### config.mk
export PLATFORM = sky130hd
export DESIGN_NAME = deserializer
export DESIGN_NICKNAME = d
export VERILOG_FILES = /design/src/rtl/bus_pkg.sv /design/src/rtl/sclk_sync.sv /design/src/rtl/deserializer.sv
export SDC_FILE = /design/constraint.sdc
export NUM_CORES = 1
export LEC_CHECK = 0
export BUFFER_PORTS_ARGS = -buffer_cell sky130_fd_sc_hd__buf_2
export CORE_MARGIN = 2
export CORE_UTILIZATION = 50
export DETAILED_ROUTE_END_ITERATION = 7
export HOLD_SLACK_MARGIN = 0.06
export PLACE_DENSITY = 0.79
export SYNTH_ARGS = -nofsm -noshare
export SYNTH_HDL_FRONTEND = slang
export SYNTH_SLANG_ARGS = --single-unit
### constraint.sdc
create_clock -name clk_i -period 5.3 [get_ports clk_i]
set_input_delay 0.265 -clock clk_i [delete_from_list [all_inputs] [get_ports clk_i]]
set_output_delay 0.265 -clock clk_i [all_outputs]
set_load 0.1 [all_outputs]
### src/rtl/bus_pkg.sv
// Shared serial-bus definitions: frame layout, command encoding and parity rule.
package bus_pkg;

  localparam int FRAME_WIDTH = 27;

  typedef enum logic [1:0] {
    CMD_WRITE          = 2'd0,
    CMD_READ           = 2'd1,
    CMD_SPLIT_START    = 2'd2,
    CMD_SPLIT_CONTINUE = 2'd3
  } cmd_e;

  // Sent MSB first: start bit leads, stop bit trails.
  typedef struct packed {
    logic       start;
    cmd_e       cmd;
    logic [13:0] addr;
    logic [7:0] data;
    logic       parity;
    logic       stop;
  } serial_frame_t;

  // Even parity over the payload fields.
  function automatic logic calc_parity(input cmd_e cmd, input logic [13:0] addr,
                                       input logic [7:0] data);
    return ^{cmd, addr, data};
  endfunction

endpackage

### src/rtl/sclk_sync.sv
// Two-flop synchronizer for the serial clock and data, plus registered
// rising-edge detection of the synchronized serial clock.
module sclk_sync (
  input  logic clk,
  input  logic rst_n,
  input  logic sclk,
  input  logic sdata,
  output logic bit_event,
  output logic bit_value
);

  logic sclk_s1;
  logic sclk_s2;
  logic sclk_prev;
  logic sdata_s1;
  logic sdata_s2;

  // Sync both lines, remember the last sclk sample and flag a 0->1 transition with its data bit.
  always_ff @(posedge clk or negedge rst_n) begin
    if (!rst_n) begin
      sclk_s1   <= 1'b0;
      sclk_s2   <= 1'b0;
      sclk_prev <= 1'b0;
      sdata_s1  <= 1'b0;
      sdata_s2  <= 1'b0;
      bit_event <= 1'b0;
      bit_value <= 1'b0;
    end else begin
      sclk_s1   <= sclk;
      sclk_s2   <= sclk_s1;
      sclk_prev <= sclk_s2;
      sdata_s1  <= sdata;
      sdata_s2  <= sdata_s1;
      bit_event <= sclk_s2 & ~sclk_prev;
      bit_value <= sdata_s2;
    end
  end

endmodule

### src/rtl/deserializer.sv
// Serial frame receiver: collects start..stop bits MSB first, then checks the
// stop bit and parity and publishes clean frames. Stalled frames are aborted.
module deserializer
  import bus_pkg::*;
#(
  parameter int TIMEOUT_CYCLES = 256
) (
  input  logic          clk_i,
  input  logic          rst_ni,
  input  logic          sdata_i,
  input  logic          sclk_i,
  output serial_frame_t frame_o,
  output logic          valid_o,
  output logic          parity_err_o,
  output logic          frame_err_o,
  output logic          busy_o
);

  localparam int IDLE_W = $clog2(TIMEOUT_CYCLES + 1);

  typedef enum logic [1:0] {IDLE, RECV, CHECK} state_e;

  state_e                 state;
  state_e                 state_next;
  logic [FRAME_WIDTH-1:0] shift;
  logic [FRAME_WIDTH-1:0] shift_next;
  logic [4:0]             bit_cnt;
  logic [4:0]             bit_cnt_next;
  logic [IDLE_W-1:0]      idle_cnt;
  logic [IDLE_W-1:0]      idle_cnt_next;
  serial_frame_t          frame_next;
  logic                   valid_next;
  logic                   parity_err_next;
  logic                   frame_err_next;
  logic                   bit_event;
  logic                   bit_value;
  serial_frame_t          rx;

  sclk_sync u_sclk_sync (
    .clk       (clk_i),
    .rst_n     (rst_ni),
    .sclk      (sclk_i),
    .sdata     (sdata_i),
    .bit_event (bit_event),
    .bit_value (bit_value)
  );

  assign rx     = serial_frame_t'(shift);
  assign busy_o = (state != IDLE);

  // Next-state, shift/count updates and the one-cycle result pulses.
  always_comb begin
    state_next      = state;
    shift_next      = shift;
    bit_cnt_next    = bit_cnt;
    idle_cnt_next   = idle_cnt;
    frame_next      = frame_o;
    valid_next      = 1'b0;
    parity_err_next = 1'b0;
    frame_err_next  = 1'b0;
    case (state)
      IDLE: begin
        if (bit_event && bit_value) begin
          state_next    = RECV;
          shift_next    = {{(FRAME_WIDTH-1){1'b0}}, 1'b1};
          bit_cnt_next  = 5'd1;
          idle_cnt_next = '0;
        end
      end
      RECV: begin
        if (bit_event) begin
          shift_next    = {shift[FRAME_WIDTH-2:0], bit_value};
          idle_cnt_next = '0;
          if (bit_cnt < 5'(FRAME_WIDTH)) begin
            bit_cnt_next = bit_cnt + 5'd1;
          end
          if (bit_cnt == 5'(FRAME_WIDTH - 1)) begin
            state_next = CHECK;
          end
        end else if (idle_cnt >= IDLE_W'(TIMEOUT_CYCLES - 1)) begin
          frame_err_next = 1'b1;
          state_next     = IDLE;
          shift_next     = '0;
          bit_cnt_next   = '0;
          idle_cnt_next  = '0;
        end else begin
          idle_cnt_next = idle_cnt + 1'b1;
        end
      end
      CHECK: begin
        state_next    = IDLE;
        bit_cnt_next  = '0;
        idle_cnt_next = '0;
        if (!rx.stop || !rx.start) begin
          frame_err_next = 1'b1;
        end else if (rx.parity != calc_parity(rx.cmd, rx.addr, rx.data)) begin
          parity_err_next = 1'b1;
        end else begin
          valid_next = 1'b1;
          frame_next = rx;
        end
      end
      default: state_next = IDLE;
    endcase
  end

  // FSM state register.
  always_ff @(posedge clk_i or negedge rst_ni) begin
    if (!rst_ni) begin
      state <= IDLE;
    end else begin
      state <= state_next;
    end
  end

  // Datapath, counters and registered outputs.
  always_ff @(posedge clk_i or negedge rst_ni) begin
    if (!rst_ni) begin
      shift        <= '0;
      bit_cnt      <= '0;
      idle_cnt     <= '0;
      frame_o      <= '0;
      valid_o      <= 1'b0;
      parity_err_o <= 1'b0;
      frame_err_o  <= 1'b0;
    end else begin
      shift        <= shift_next;
      bit_cnt      <= bit_cnt_next;
      idle_cnt     <= idle_cnt_next;
      frame_o      <= frame_next;
      valid_o      <= valid_next;
      parity_err_o <= parity_err_next;
      frame_err_o  <= frame_err_next;
    end
  end

endmodule
# == After elaboration in Yosys (flattened, before gate mapping) ==
# Index checks and enable logic that the tools add are counted.
# op_classes
n_addsub,2
n_lt_le_gt_ge,2
n_eq_ne,8
muxes,28
bitwise,4
reduce_logical,14
# op_table
operator,n
$mux W27,3
$pmux W27 S2,1
$mux W9,3
$pmux W9 S3,1
$reduce_xor A24 Y1,1
$mux W5,4
$pmux W5 S3,1
$add A9 B1 Y9 const B,1
$ge A9 B8 Y1 const B,1
$mux W1,9
$reduce_and A3 Y1,3
$mux W2,4
$ne A3 B3 Y1 const B,2
$add A5 B1 Y5 const B,1
$eq A5 B5 Y1 const B,1
$lt A5 B5 Y1 const B,1
$pmux W2 S2,1
$reduce_and A4 Y1,1
$reduce_bool A2 Y1,2
$ne A3 B2 Y1 const B,1
$not A1 Y1,3
$reduce_bool A3 Y1,1
$eq A2 B1 Y1 const B,1
$eq A2 B2 Y1 const B,1
9 further kinds,10
# totals
regBits,80
input_bits,4
output_inout_bits,31

# == Longest topological paths before layout ==
# Gate-level depths: netlist (run 1).
# logic_depth
ltp_word,5
mapped_depth,11
ltp_nobuf,10

# == Hierarchy ==
# Synthesis (run 1) repeated with hierarchy kept, for this count alone.
# unflattened
hier_cells,316
area_unflattened_um2,3627.2
# by_module_without_submodules
mod,n_inst,cells_per_inst,area_each_um2,seq_area_each_um2
deserializer,1,308,3438.3,1826.8
sclk_sync,1,8,188.9,175.2

# == Worst setup path before layout (run 1) ==
# Ideal clock, no wire load.
# synth_timing
kind,reg-to-reg
startpoint,register idle_cnt[2]
endpoint,"register shift[10], in the netlist rx[10]"
setup_time_ns,0.132
arrival_time_ns,2.095
path_slack_ns,3.073
path_stages_with_launch,11
n_path_buf,1
path_cell_list,dfrtp_1 and4_1 nand2_1 nor2_1 ha_1 nor2_1 o2111ai_1 a21boi_1 o21ai_1 clkbuf_1 o21ai_1
# synth_between
elab_chain_cells,3
# synth_lines
element,line_no,rtl
from (decl),deserializer.sv:29,logic [IDLE_W-1:0] idle_cnt;
from (signal assigned),deserializer.sv:129,idle_cnt <= idle_cnt_next;
$ge A9 B8 Y1,deserializer.sv:80,end else if (idle_cnt >= IDLE_W'(TIMEOUT_CYCLES - 1)) begin
$ne A3 B2 Y1 (no line),n/a,
$reduce_and A3 Y1 (no line),n/a,
to (signal assigned),deserializer.sv:127,shift <= shift_next;
to (decl),deserializer.sv:25,logic [FRAME_WIDTH-1:0] shift;
# Every way passes these cells.
# A chain may end at the register's enable or synchronous reset.

# == Worst setup path after layout (run 1) ==
# layout_timing
startpoint,"register shift[12], in the netlist rx[12]"
endpoint,register frame_o[8] (netlist bit)
# layout_between
elab_chain_cells,4
# layout_lines
element,line_no,rtl
$reduce_xor A24 Y1,bus_pkg.sv:26,"return ^{cmd, addr, data};"
$ne A1 B1 Y1,deserializer.sv:96,"end else if (rx.parity != calc_parity(rx.cmd, rx.addr, rx.data)) begin"
$not A1 Y1 (no line),n/a,
$reduce_and A3 Y1 (no line),n/a,
to (signal assigned),deserializer.sv:130,frame_o <= frame_next;
to (decl),deserializer.sv:12,"output serial_frame_t frame_o,"
# Every way passes these cells.

==> impl_results.md, run 1 <==
- Largest family of logic cells by synthesized area: simple AND/OR/NAND/NOR gates
- Antenna-violating nets left: 0
- Crit path kind: register to register
- Sequential fraction of the synthesis area: about 56%
- Largest net degree at the start of global routing: 81
- Routability congestion estimate: around 0.83
- Initial Util: 51.99%
- Synth warn: 0
- Skew final: about 14 ps
- Core Box Area: ~6900 sq um
- FP Rows: 30
- Total GRT Usage: 18.14%
- Cell with the most instances after synthesis: dfrtp_1
- Routed vias/inst: about 5
- Final-layout fill cell count: about 540
- Period utilization: between 40 and 50%
- Clock Sinks: 80
- Register area: between 2000 and 2500 sq um
- Worst skew pair latency: ~360 ps
- Delay-heaviest family, CP: XOR/XNOR gates
- Layout cell share with drive strength beyond 1: a little under a quarter
- CTS tree: built
- Initial antenna violation count: 0
- Post-synth net total: roughly 320
- CP endpoint kind: register
- Adder-Cell Fraction of Synth Area: 2.803%
- Synth unique cells: 40
- Synth Area in Compound Gates: under 10%
- Antenna cells: 0
- DRC: 0
- Crit path top cell by count: xnor2_1
- Syn Inst Count: 312
- Detailed-route wire length per cell: ~14 microns
- Syn avg cell area: roughly 11 sq um
- Vias in the first global route: roughly 2300
- Die area: a little under 8000 sq um
- Routed via count: between 2000 and 2500
- Final setup TNS: 0 ps
- Power Dens Cells: roughly 340 nW/um^2
- Async S/R FF share, synth: 100.0%
- Mapped Area: between 3000 and 4000 sq um
- Crit path max fanout: 28
- Area of the multi-input gates: ~1500 sq um
- EDFF count, synth: 0
- Worst Tran Pin Value: just under 1000 ps
- Synth Area in XOR/XNOR: a little under 7%
- Initial drt markers: between 100 and 150
- Final Hold Viols: 0
- NumNets Final: approximately 360
- Max Cap Viol: 0
- Worst EP required: 5540 ps
- Die height: between 80 and 90 microns
- Post-Place Worst Slack: between 2000 and 3000 ps
- Synthesized flop and latch total: 80
- Min setup slack post-route: roughly 2700 ps
- Worst IR drop on VDD: around 0.00023 V
- CTS Hold Buffers Added: 2
- Post-Synth Simple-Gate Area: 12.19%
- Critical path's slowest cell: nor2_8
- Clock Tree Root: clkbuf_8
- Final setup fails: 0
- Reg clk slew, reported paths: 90 ps
- Synth area leaders: dfrtp_1 56%, mux2_4 7.1%, nand2_1 7.0%
- CP Data Arrival Time: around 2900 ps
- Synth area leader: dfrtp_1
- # IOs: 35
- Drt pass-1 iters: 4
- Pins Over Slew Limit: 0
- DRT Wirelength: ~6.3 mm
- Chip Width: approximately 90 microns
- Number of CTS-inserted buffers: 9
- Port Buffers: 34
- Worst setup SP type: register
- Clock period minus worst slack: around 2600 ps
- Post-synth top flop: dfrtp_1
- CP Cell Sequence: xnor2_1 -> xnor2_1 -> xnor3_1 -> xnor3_2 -> nor2_8 -> mux2_2
- P&R area growth vs syn: 12.65%
- Slew HR: roughly 35%
- Max clock buf depth: 2
- Maximum clock rate: roughly 380 MHz
- Status: completed
- Commonest cells in the synthesized netlist: 80 x dfrtp_1, 67 x nand2_1, 36 x o21ai_0
- # resized after CTS: 0
- RSZ-0062 raised after global routing: no
- H-tree Lvls: 3
- Slowest stage delay, CP: 490 ps
- Multiplexer share of the synthesized area: 9.986%
- Buf+Inv Stages, Crit Path: 0
- Post-CTS setup buffer count: 0
- GRT overflow: 0
- Pleak: approximately 1.9 nW
- Worst hold path class: primary input to async pin
- Global-route wire length before repair: between 10 and 15 mm
- HPWL Detailed: 4.090 mm
- Post-synth top area share: 56.06%
[metrics by stage]
stage	utilization [%]	std cells	power, mW	hold WS (ps)	cell area [sq um]
global route	58.56	450	1.451	148.0	4023
CTS	58.56	450	1.386	98.77	4023
global placement	55.34	432	0.9225	334.5	3801
detailed placement	55.34	432	0.9304	336.4	3801
floorplan	-	312	0.8674	-30.59	3571
finish	58.56	450	1.379	67.27	4023
[layout make-up]
class	count	share of cell area, %
Sequential cell	80	49.77
Tap cell	96	2.986
Clock buffer	9	3.079
Clock inverter	7	1.928
Multi-Input combinational cell	214	36.61
Timing Repair Buffer	37	4.977
Inverter	7	0.6532
[flip-flops by register name (all words and copies together), names as in the netlist, 2 cells and up]
name / count
rx: 27
bit_cnt: 5
idle_cnt: 9
frame_o: 27
state: 2
[logic make-up (layout without fill, tap and decap cells)]
kind of cell,Yosys count,after routing
AND/OR/NAND/NOR,97,97
flip-flops,80,80
AO/OA/AOI/OAI,59,59
multiplexers,26,26
XOR/XNOR,24,24
buffers and inverters,18,60
adder cells (fa/ha/maj),8,8
[placed cells by master, fill, tap and decap left out, types with 3 or more instances in the layout]
cell type  count
mux2_4        17
ha_1           8
clkbuf_8       9
mux2_2         9
o21ai_1        3
nand3_1        3
inv_6          3
a21oi_1        6
inv_1          7
nand2_1       67
dfrtp_1       80
buf_2         33
nor2_1         7
xnor2_1       17
nor2b_1        4
o21ai_0       36
nand4_1        3
xor2_1         4
[per-layer routing]
metal	wire length [microns]	vias to the layer above	global-route usage [%]
li1	-	1133	-
met1	3033	1129	24.63
met2	3013	41	27.00
met3	176	12	4.944
met4	122	0	9.091
met5	0	-	0
[path summary, 6_finish.rpt]
check                                             to  cells after the start  slack, ps                 start
worst max-delay path                      frame_o[8]                      6       2670                rx[12]
worst min-delay path                      bit_cnt[4]                      1         70                rst_ni
worst max register to register            frame_o[8]                      6       2670                rx[12]
worst min register to register  u_sclk_sync.sdata_s2                      0        350  u_sclk_sync.sdata_s1
max in group asynchronous                     rx[17]                      1       4610                rst_ni
min in group clk_i              u_sclk_sync.sdata_s2                      0        350  u_sclk_sync.sdata_s1
[where the power goes]
| part | total [mW] | internal [mW] | switching [mW] |
|---|---|---|---|
| Sequential | 0.660 | 0.634 | 0.0258 |
| Clock | 0.456 | 0.222 | 0.234 |
| Combinational | 0.262 | 0.0669 | 0.196 |
| Total | 1.38 | 0.924 | 0.455 |
Power figures use the tool's default switching activity.
==> inputs of run 2 (changes only) <==
- ABC_AREA: not set -> 1
- clock period: 5.3 -> 2.5 ns (I/O delays scaled with it)
==> impl_results.md, run 2 <==
- Status: completed
- # IOs: 35 (unchanged)
- Final Hold Viols: 0 (unchanged)
- Vias in the first global route: 3116 (+35%)
- Syn Inst Count: 476 (+53%)
- Worst setup SP type: register
- Synth area leaders: dfrtp_1 51%, nand2_1 17%, nand3_1 7.5%
- DRT Wirelength: 7.853 mm (+24%)
- Pins Over Slew Limit: 0 (unchanged)
- Worst skew pair latency: 350 ps (about the same)
- Final core utilization: 57.31% (-1.2 points)
- Antenna-violating nets left: 0 (unchanged)
- Slew HR: 32.52% (-2.1 points)
- Pleak: 2.451 nW (+29%)
- CP Data Arrival Time: 2390 ps (-490 ps)
- Drt pass-1 iters: 4 (unchanged)
- Worst IR drop on VDD: 0.0004486 V (+98%)
- HPWL Detailed: 5.053 mm (+24%)
- Sw power: 1.230 mW (+170%)
- Synth unique cells: 33 (-18%)
- Crit path max fanout: 38 (+36%)
- Final setup TNS: 0 ps (unchanged)
- Clock Tree Root: clkbuf_8
- Flop pwr share: 42.1% (-5.8 points)
- Largest net degree at the start of global routing: 81 (unchanged)
- Commonest non-fill, non-tap cells in the layout: 179 x nand2_1, 80 x dfrtp_1, 59 x nand3_1
- RSZ-0062 raised after global routing: no
- Routed via count: 3139 (+36%)
- Detailed-route wire length per cell: 12.65 microns (-10%)
- Initial drt markers: 168 (+27%)
- Period utilization: 85.07% (+35 points)
- H-tree Lvls: 3 (unchanged)
- FP Rows: 32 (+6.7%)
- Worst EP required: 2760 ps (-2780 ps)
- NumNets Final: 526 (+46%)
- GRT overflow: 0 (unchanged)
- Worst hold path class: register to register
- Routability congestion estimate: 0.8402 (+0.71%)
- Post-CTS setup buffer count: 0 (unchanged)
- Part of the power in the clock network: 32.1% (-1.0 points)
- Power Dens Cells: 764.8 nW/um^2 (+120%)
- Post-synth top flop: dfrtp_1
- EDFF count, synth: 0 (unchanged)
- Placed cell count: 602 (+39%)
- Die height: 92.50 microns (+4.5%)
- CP endpoint kind: register
- DRC: 0 (unchanged)
- Layout cell share with drive strength beyond 1: 13.49% (-10 points)
- Final setup fails: 0 (unchanged)
- Die area: 8556 sq um (+9.2%)
- Synth warn: 0 (unchanged)
- Sequential fraction of the synthesis area: 51.12% (-4.9 points)
- Global-route wire length before repair: 13.91 mm (+29%)
- Skew final: 14.04 ps (+0.4032 ps)
- Antenna cells: 0 (unchanged)
- Post-synth net total: 488 (+51%)
- Max Cap Viol: 0 (unchanged)
- Chip Width: 92.50 microns (+4.5%)
- Internal power: 2.122 mW (+130%)
- Cell with the most instances after synthesis: nand2_1
- Clock period minus worst slack: 2127 ps (-505.7 ps)
- Combinational power share: 25.7% (+6.7 points)
- Initial antenna violation count: 0 (unchanged)
- CTS tree: built
- Commonest cells in the synthesized netlist: 179 x nand2_1, 80 x dfrtp_1, 59 x nand3_1
- Routed vias/inst: 5.055 (-1.7%)
- Core Box Area: 7647 sq um (+11%)
- Post-synth top area share: 51.12% (-4.9 points)
- Port Buffers: 34 (unchanged)
- Maximum clock rate: 470.2 MHz (+24%)
- R2R setup slack: 370 ps (-2290 ps)
- Synth area leader: dfrtp_1
- Crit path kind: register to register
- Min setup slack post-route: 373.3 ps (-2294 ps)
- Max clock buf depth: 2 (unchanged)
- Most common cell after layout, fill and taps aside: nand2_1
- Number of CTS-inserted buffers: 9 (unchanged)
- Async S/R FF share, synth: 100.0% (unchanged)
- Synthesized flop and latch total: 80 (unchanged)
- Total GRT Usage: 20.49% (+2.3 points)
- Net Sw Frac: 36.70% (+3.7 points)
- Clock Sinks: 80 (unchanged)
- Initial Util: 51.21% (-0.77 points)
- # resized after CTS: 0 (unchanged)
- Mapped Area: 3916 sq um (+9.7%)
- Post-Place Worst Slack: 401.7 ps (-2337 ps)
- Syn avg cell area: 8.227 sq um (-28%)
- P&R area growth vs syn: 11.92%
- Reg clk slew, reported paths: 90 ps (about the same)
- Final cell count without fillers: 621 (+38%)
- Worst Tran Pin Value: 1012 ps (+31.42 ps)
[run 2: cell count changes after synthesis, sizes merged, moves of 3 or more]
cell and change:
nand3 +59, nor3 +3, xnor2 -11, nand2 +117, mux2 -26, nor2 +17, inv +40, xor2 +4
clkbuf -6, buf +8, nor2b -4, o21ai -20
[run 2: metal layers]
layer  routed length (microns)  vias to the layer above  GRT usage, %
met3                       291                       19         3.336
met1                      3663                     1472         27.05
met5                         0                        -             0
met4                       160                        0         9.453
li1                          -                     1574             -
met2                      3738                       74         33.27
[run 2: power groups by stage]
stage	clock, mW	sequential (mW)	combinational (mW)
2_1_floorplan	0	1.47	0.707
3_3_place_gp	0	1.43	0.833
3_5_place_dp	0	1.44	0.853
4_1_cts	1.10	1.41	0.864
5_1_grt	1.15	1.42	0.946
6_report	1.08	1.41	0.863
[run 2: area by class of cell]
| cell class | count | area, sq um |
|---|---|---|
| clock buffer | 9 | 123.9 |
| clock inverter | 7 | 101.3 |
| fill | 663 | 3264 |
| timing repair buffer | 40 | 225.2 |
| tap | 102 | 127.6 |
| inverter | 48 | 180.2 |
| sequential | 80 | 2002 |
| multi-input combinational | 335 | 1623 |
[run 2: cell families (layout without fill, tap and decap cells)]
kind of cell    after synthesis  in the layout  synth area share [%]
compound gates               29             29                 4.026
xor+xnor                     15             15                 3.355
fa+ha+maj                     8              8                 2.556
buf+inv                      61            104                 7.444
flops                        80             80                 51.12
mux                           1              1                0.2556
simple gates                282            282                 31.25
[run 2: final timing paths]
| kind | depth (start not counted) | to | from |
|---|---|---|---|
| setup / recovery | 11 | rx[12] | idle_cnt[0] |
| hold / removal | 0 | u_sclk_sync.sclk_s2 | u_sclk_sync.sclk_s1 |
| setup reg to reg | 11 | rx[12] | idle_cnt[0] |
| hold reg to reg | 0 | u_sclk_sync.sclk_s2 | u_sclk_sync.sclk_s1 |
| max in group asynchronous | 2 | rx[1] | rst_ni |
| min in group asynchronous | 2 | frame_o[15] | rst_ni |
[run 2: timing repair]
| action | in CTS | in global routing |
|---|---|---|
| hold endpoints to repair | 82 | 0 |
| endpoints found under the setup margin | 0 | 0 |
| hold buffers | 3 | 0 |
[run 2: stage by stage]
step                cell area [sq um]  power (mW)  hold WS [ps]
finish                           4383       3.352         350.9
global route                     4383       3.519         370.6
CTS                              4383       3.371         354.2
detailed placement               4128       2.289         234.4
global placement                 4128       2.264         233.0
floorplan                        3916       2.180        -170.6
[run 2: worst max-delay path, cell delays in order, from the launching register on]
cell	delay, ps
dfrtp_1	420
ha_1	210
nand2_1	60
nor4_1	180
ha_1	190
inv_1	60
nand4_2	110
nand2_1	100
a21oi_2	130
buf_4	340
nand3_1	130
o21ai_0	100
==> inputs of run 3 (changes only) <==
- CORE_UTILIZATION: 50 -> 30
- PLACE_DENSITY: 0.79 -> 0.56
==> impl_results.md, run 3 (same netlist as run 2, synthesis figures left out) <==
- Die area: 13980 sq um (+63%)
- Detailed-route wire length per cell: 11.86 microns (-6.2%)
- Register area: 2002 sq um (unchanged)
- Maximum clock rate: 474.6 MHz (+0.94%)
- CTS tree: built
- Period utilization: 84.27% (-0.79 points)
- Skew final: 10.03 ps (-4.002 ps)
- H-tree Lvls: 3 (unchanged)
- RSZ-0062 raised after global routing: no
- CP Data Arrival Time: 2360 ps (-30 ps)
- # IOs: 35 (unchanged)
- Initial antenna violation count: 0 (unchanged)
- Clock Sinks: 80 (unchanged)
- HPWL Detailed: 5.617 mm (+11%)
- Critical path's slowest cell: dfrtp_1
- Hold slack: 319.4 ps (-31.42 ps)
- Worst hold path class: primary input to async pin
- Antenna-violating nets left: 0 (unchanged)
- NumNets Final: 528 (+0.38%)
- Port Buffers: 34 (unchanged)
- DRC: 0 (unchanged)
- Chip Width: 118.3 microns (+28%)
- Met2 routed WL: 3.683 mm (-1.5%)
- Layout cell share with drive strength beyond 1: 13.05% (-0.44 points)
- Initial drt markers: 128 (-24%)
- Routability congestion estimate: 0.7713 (-8.2%)
- Most common cell after layout, fill and taps aside: nand2_1
- Final setup TNS: 0 ps (unchanged)
- CP Cell Sequence: ha_1 -> nand2_1 -> nor4_1 -> ha_1 -> inv_1 -> nand4_2 -> nand2_1 -> a21oi_2 -> buf_4 -> nand3_1 -> o21ai_0
- Max clock buf depth: 2 (unchanged)
- Top sig layer: met4
- Vias in the first global route: 3103 (-0.42%)
- Crit path kind: register to register
- Power Dens Cells: 785.7 nW/um^2 (+2.7%)
- Worst setup SP type: register
- Max Cap Viol: 0 (unchanged)
- Pleak: 2.495 nW (+1.8%)
- CP endpoint kind: register
- Delay-heaviest family, CP: simple AND/OR/NAND/NOR gates
- Global-route wire length before repair: 14.68 mm (+5.6%)
- Clock Tree Root: clkbuf_16
- Placed cell count: 674 (+12%)
- Largest net degree at the start of global routing: 41 (-49%)
- Post-Place Worst Slack: 398.9 ps (-2.829 ps)
- Antenna cells: 0 (unchanged)
- Finished Cell Area: 4553 sq um (+3.9%)
- Routed vias/inst: 4.495 (-11%)
- Final core utilization: 35.93% (-21 points)
- Min setup slack post-route: 393.2 ps (+19.83 ps)
- Drt pass-1 iters: 6 (+2)
- Worst IR drop on VDD: 0.0003641 V (-19%)
- Reg clk slew, reported paths: 60 ps (-30 ps)
- Slowest stage delay, CP: 400 ps (-20 ps)
- Pins Over Slew Limit: 0 (unchanged)
- Worst EP required: 2750 ps (about the same)
- Die height: 118.3 microns (+28%)
- Area of the multi-input gates: 1623 sq um (unchanged)
- M1 WL: 4.016 mm (+9.6%)
- Commonest non-fill, non-tap cells in the layout: 179 x nand2_1, 80 x dfrtp_1, 59 x nand3_1
- P&R area growth vs syn: 16.26%
- Core Box Area: 12670 sq um (+66%)
- Status: completed
- Clock period minus worst slack: 2107 ps (-19.83 ps)
- Final setup fails: 0 (unchanged)
- Buf+Inv Stages, Crit Path: 2 (unchanged)
- Routed length on met3: 292 microns (+0.34%)
- DRT Wirelength: 8.219 mm (+4.7%)
- Initial Util: 30.91% (-20 points)
- GRT overflow: 0 (unchanged)
- Design Power: 3.577 mW (+6.7%)
- FP Rows: 41 (+28%)
- Routed via count: 3115 (-0.76%)
- Number of CTS-inserted buffers: 9 (unchanged)
- Final-layout fill cell count: 1357 (+100%)
- Worst skew pair latency: 340 ps (about the same)
- Final cell count without fillers: 693 (+12%)
- # resized after CTS: 0 (unchanged)
- Crit path max fanout: 38 (unchanged)
- Worst Tran Pin Value: 545.3 ps (-466.9 ps)
- Final Hold Viols: 0 (unchanged)
- Area after DPL: 4230 sq um (+2.5%)
- Slew HR: 63.65% (+31 points)
- Total GRT Usage: 13.06% (-7.4 points)
-- run 3: cell count changes in the layout (fill, tap and decap cells not counted), moves of 2 or more --
cell / delta
clkbuf_1: +4
inv_6: -3
clkbuf_8: -8
buf_4: +2
clkinvlp_4: -2
clkbuf_16: +9
-- run 3: per-layer routing --
metal,GRT usage [%],vias to the layer above
met1,16.19,1478
met3,3.330,14
met4,6.777,0
met2,20.92,48
li1,-,1575
met5,0,-
-- run 3: area by class of cell --
cell class                 instances  share of cell area [%]
inverter                          48                   3.957
sequential                        80                   43.97
tap                              172                   4.727
timing repair buffer              42                   5.276
multi-input combinational        335                   35.64
clock inverter                     2                  0.8519
clock buffer                      14                   5.578
-- run 3: final timing paths --
path	slack, ps	endpoint	from	cells after the start
min in group clk_i	350	u_sclk_sync.sclk_s2	u_sclk_sync.sclk_s1	0
max in group asynchronous	1460	rx[17]	rst_ni	3
min reg2reg	350	u_sclk_sync.sclk_s2	u_sclk_sync.sclk_s1	0
min	320	bit_cnt[2]	rst_ni	2
max	390	rx[11]	idle_cnt[0]	11
max reg2reg	390	rx[11]	idle_cnt[0]	11
-- run 3: timing repair --
| item | 4_1_cts | 5_1_grt |
|---|---|---|
| endpoints found under the hold margin | 40 | 0 |
| buffers inserted | 0 | 0 |
| hold buffers | 3 | 0 |
-- run 3: power breakdown --
group | switching [mW] | total (mW) | internal (mW)
sequential | 0.0534 | 1.41 | 1.36
combinational | 0.669 | 0.866 | 0.197
clock | 0.496 | 1.30 | 0.804
